`src/rtl/dot_accumulate_seq.sv`:
```
// dot_accumulate_seq: sequential dot-product accumulator.
//
// Accepts one packed vector of Ndata unsigned products (2*Nbits each) over a
// valid/ready handshake. It adds one product per clock, then holds the sum
// until the consumer accepts it.
//
// Ports:
//   clk        clock, rising edge
//   reset_n    asynchronous active-low reset
//   prod_in    packed products, element 0 in the LSBs
//   in_valid   prod_in is valid
//   in_ready   block can accept a vector (IDLE only)
//   sum_out    dot-product result, stable while out_valid
//   out_valid  sum_out is valid (DONE only)
//   out_ready  consumer accepts sum_out
//   busy       high while accumulating
//   ovf        sticky carry-out flag for the current vector
//
// Build option: define DOT_ACC_SATURATE_EN to clamp the accumulator at
// 2^Accw-1 on overflow. Without it, the accumulator wraps modulo 2^Accw.
// The timing is the same in both builds.

module dot_accumulate_seq #(
  parameter int unsigned Nbits = 4,
  parameter int unsigned Ndata = 8,
  parameter int unsigned Accw  = 11
) (
  input  logic                     clk,
  input  logic                     reset_n,
  input  logic [Ndata*2*Nbits-1:0] prod_in,
  input  logic                     in_valid,
  output logic                     in_ready,
  output logic [Accw-1:0]          sum_out,
  output logic                     out_valid,
  input  logic                     out_ready,
  output logic                     busy,
  output logic                     ovf
);

  localparam int unsigned Pw    = 2 * Nbits;
  localparam int unsigned VecW  = Ndata * Pw;
  localparam int unsigned CntW  = (Ndata > 1) ? $clog2(Ndata) : 1;
  localparam int unsigned AccW1 = Accw + 1;

  typedef enum logic [1:0] {StIdle, StAcc, StDone} state_e;

  state_e            state_q, state_d;
  logic [VecW-1:0]   shift_q, shift_d;
  logic [CntW-1:0]   cnt_q, cnt_d;
  logic [Accw-1:0]   acc_q, acc_d;
  logic [Accw-1:0]   sum_q, sum_d;
  logic              ovf_q, ovf_d;

  logic [Pw-1:0]     elem;
  logic [Accw:0]     add_full;
  logic [Accw-1:0]   acc_next;
  logic              last;

  // Widen the add by one bit so the carry-out is visible for the ovf flag.
  always_comb begin
    elem     = shift_q[Pw-1:0];
    add_full = {1'b0, acc_q} + AccW1'(elem);
`ifdef DOT_ACC_SATURATE_EN
    // Once clamped, every later add carries again or adds zero, so the value stays at max.
    acc_next = add_full[Accw] ? {Accw{1'b1}} : add_full[Accw-1:0];
`else
    acc_next = add_full[Accw-1:0];
`endif
    last     = (cnt_q == CntW'(Ndata - 1));
  end

  always_comb begin
    state_d = state_q;
    shift_d = shift_q;
    cnt_d   = cnt_q;
    acc_d   = acc_q;
    sum_d   = sum_q;
    ovf_d   = ovf_q;
    case (state_q)
      StIdle: begin
        if (in_valid) begin
          shift_d = prod_in;
          acc_d   = '0;
          ovf_d   = 1'b0;
          cnt_d   = '0;
          state_d = StAcc;
        end
      end
      StAcc: begin
        acc_d   = acc_next;
        ovf_d   = ovf_q | add_full[Accw];
        shift_d = shift_q >> Pw;
        cnt_d   = cnt_q + CntW'(1);
        if (last) begin
          sum_d   = acc_next;
          state_d = StDone;
        end
      end
      StDone: begin
        if (out_ready) begin
          state_d = StIdle;
        end
      end
      default: state_d = StIdle;
    endcase
  end

  always_ff @(posedge clk or negedge reset_n) begin
    if (!reset_n) begin
      state_q <= StIdle;
      shift_q <= '0;
      cnt_q   <= '0;
      acc_q   <= '0;
      sum_q   <= '0;
      ovf_q   <= 1'b0;
    end else begin
      state_q <= state_d;
      shift_q <= shift_d;
      cnt_q   <= cnt_d;
      acc_q   <= acc_d;
      sum_q   <= sum_d;
      ovf_q   <= ovf_d;
    end
  end

  // The handshake outputs are decoded from the state register, so in_ready and
  // out_valid are never high together.
  assign in_ready  = (state_q == StIdle);
  assign out_valid = (state_q == StDone);
  assign busy      = (state_q == StAcc);
  assign sum_out   = sum_q;
  assign ovf       = ovf_q;

endmodule

```
`config.mk`:
```
export PLATFORM = sky130hd
export DESIGN_NAME = dot_accumulate_seq
export DESIGN_NICKNAME = d
export VERILOG_FILES = /design/src/rtl/dot_accumulate_seq.sv
export SDC_FILE = /design/constraint.sdc
export NUM_CORES = 1
export LEC_CHECK = 0
export BUFFER_PORTS_ARGS = -buffer_cell sky130_fd_sc_hd__buf_2
export CORE_UTILIZATION = 56
export DETAILED_ROUTE_END_ITERATION = 7
export PLACE_DENSITY = 0.87
export SLEW_MARGIN = 20
export SYNTH_ARGS = -nofsm -noshare
export SYNTH_HDL_FRONTEND = slang
export SYNTH_SLANG_ARGS = --single-unit
```
`constraint.sdc`:
```
create_clock -name clk -period 2.9 [get_ports clk]
set_input_delay 0.435 -clock clk [delete_from_list [all_inputs] [get_ports clk]]
set_output_delay 0.435 -clock clk [all_outputs]
set_load 0.01 [all_outputs]
```
==> flow_summary.ini <==
[run_status]
outcome = finished, final reports clean

[floorplan]
io_pins = 83
dieArea_um2 = 8760
chipHeight_um = 93.6
core_um2 = 8180
start_util_pct = 57.4
dieWidth_um = 93.6
rows = 33

[grt]
grt_pass1_wl_um = 18200
grt_max_degree = 62
grt_pass1_vias = 3792
antenna_found_initial = 1
grt_use_total_pct = 26.8
overflow = 0

[detailed_routing]
ant_nets = 0
drt-total-wl_um = 11100
route.detailed.drc = 0
first_pass_iters = 5
drt_first_iter_violations = 367
vias = 4008
post_drt_wl_per_cell_um = 16.8
via_per_inst = 6.06

[logic_synthesis]
async_reset_ff_share_pct = 100
synth_edf_count = 0
yosysMostFrequentCell = dfrtp_1
syn_inst = 484
synth_common_cells = 92 x dfrtp_1, 72 x a21oi_1, 65 x nor2b_1
ys.flop_type = dfrtp_1
yosysSeqAreaShare_pct = 49.0
synth_top_area_share_pct = 49.0
ys_seq_elements = 92
yosys-top-cells-area = dfrtp_1 49%, a22oi_1 9.1%, nor2b_1 8.7%
yosys.area.top_type = dfrtp_1
syn_area_um2 = 4700
synthesis.nets = 563
synthDistinctLibCells = 35
synth.avg_cell_area_um2 = 9.70
yosysWarnings = 0

[sta]
period_minus_slack_ns = 2.19
tightest_slew_ns = 0.608
finClkSkew_ns = 0.0154
hold_viol_final = 0
post-route-period-util_pct = 75.4
fmax_mhz = 457
slew_viol_final = 0
rsz0062_at_grt = false
slew-limit-headroom_pct = 59.5
setup_tns_ns = 0
setup_violations = 0

[clock_tree]
cts_tree = done
cts_resized = 0
cts.clk_slew.worst_paths_ns = 0.10
cts_setup_buffers = 0
clockRootBuffer = clkbuf_8
worst_skew_pair.late_latency_ns = 0.37
cts_max_path_buffers = 2
cts_buffers = 9
postCtsHoldBufs = 0
htree_levels = 3
cts_num_sinks = 92

[final_layout]
final_util_pct = 65.8
fillerInstances = 655
nets = 629
area_delta_synth_final_pct = 14.6
final_area_um2 = 5380
drive_gt1_share_pct = 22.2

[power]
p_per_area_nw_per_um2 = 978
p_leak_nw = 2.43
peakVddDrop_uv = 467

[setup_path]
required_ns = 3.16
cpPeakStageDelay_ns = 0.43
crit_family = compound AO/OA/AOI/OAI gates
crit_fanout = 3
worst-setup-path-type = flop to flop
crit_buf_inv = 0
endpoint_kind = flop
crit_path_start_kind = flop
slowest_stage = fa_1
worstPathCellList = ha_1 -> fa_1 -> a21o_1 -> a221oi_2 -> a21oi_1 -> a22oi_1 -> o21ai_1
cp.arrival_ns = 2.44

[placement]
dp_hpwl_um = 7230
place_area_um2 = 5200
numPortBuffers = 82
place_congestion = 0.827

[flow_run]
cap_violations = 0

[hold_path]
hp-class = input pin to async pin
==> cell families after synthesis <==
group	Yosys count	share of synthesized area (%)
buffers and inverters	43	3.76
muxes	7	1.68
DFF	92	49.0
and+or+nand+nor	94	11.4
AOI/OAI and AO/OA	228	29.4
adders and majority gates	11	3.09
xor gates and xnor gates	9	1.68
==> cells in the final DEF (no fill, tap or decap), drive strengths merged <==
cell type	netlist	layout
buf	16	93
dfrtp	92	92
o21ai	74	74
a21oi	72	72
nor2b	65	65
a22oi	57	57
nand2	20	20
ha	10	10
inv	5	10
a22o	9	9
clkbuf	22	9
xnor2	7	7
mux2	7	7
nor2	5	5
a21o	4	4
o211ai	2	2
or3	2	2
o21a	2	2
xor2	2	2
o21bai	2	2
diode	0	1
nand2b	1	1
a211oi	1	1
a2bb2oi	1	1
and3	1	1
a221oi	1	1
a31oi	1	1
a21bo	1	1
o41ai	1	1
fa	1	1
clkinv	0	1
clkinvlp	0	1
==> registers in the layout (all words and copies together), names as in the netlist <==
register  count
state_q       2
acc_q        11
ovf           1
cnt_q         3
sum_out      11
shift_q      64
==> metrics by stage <==
stage	cells	setup WS (ns)	hold slack, ns	power [W]
final	661	0.713	0.0728	0.00527
after global routing	660	0.563	0.113	0.00564
after CTS	660	0.737	0.0895	0.00526
after detailed placement	644	0.775	0.475	0.00443
after global placement	644	0.819	0.464	0.00430
after floorplan	484	0.930	0.139	0.00379
==> power by group <==
group / total, W / switching [W] / leakage [nW] / internal [W]
clock network: 0.000820 / 0.000494 / 0.0914 / 0.000326
logic: 0.00224 / 0.00123 / 1.15 / 0.00101
registers: 0.00221 / 0.000411 / 1.19 / 0.00180
total: 0.00527 / 0.00214 / 2.43 / 0.00313
==> routing by layer <==
metal  share of wire [%]  global-route usage (%)
met5                   0                       0
met4                 2.5                    12.2
met1                  44                    38.6
met2                  47                    40.2
met3                 6.1                    3.82
==> final timing paths <==
check	start	endpoint	slack, ns	cells after the start
min reg2reg	sum_out[9]	sum_out[9]	0.49	2
min	reset_n	acc_q[0]	0.07	1
min in group clk	out_ready	state_q[1]	0.24	2
max in group asynchronous	reset_n	shift_q[62]	2.16	2
max reg2reg	shift_q[0]	acc_q[10]	0.71	7
max	shift_q[0]	acc_q[10]	0.71	7
==> layout make-up <==
class | instances | area, um^2 | share of cell area [%]
Clock buffer | 9 | 124 | 2.30
Inverter | 5 | 18.8 | 0.349
Clock inverter | 7 | 56.3 | 1.05
Multi-Input combinational cell | 349 | 2220 | 41.3
Tap cell | 105 | 131 | 2.44
Timing Repair Buffer | 93 | 520 | 9.67
Antenna cell | 1 | 2.50 | 0.0465
Sequential cell | 92 | 2300 | 42.8
(Power assumes the default switching activity.)
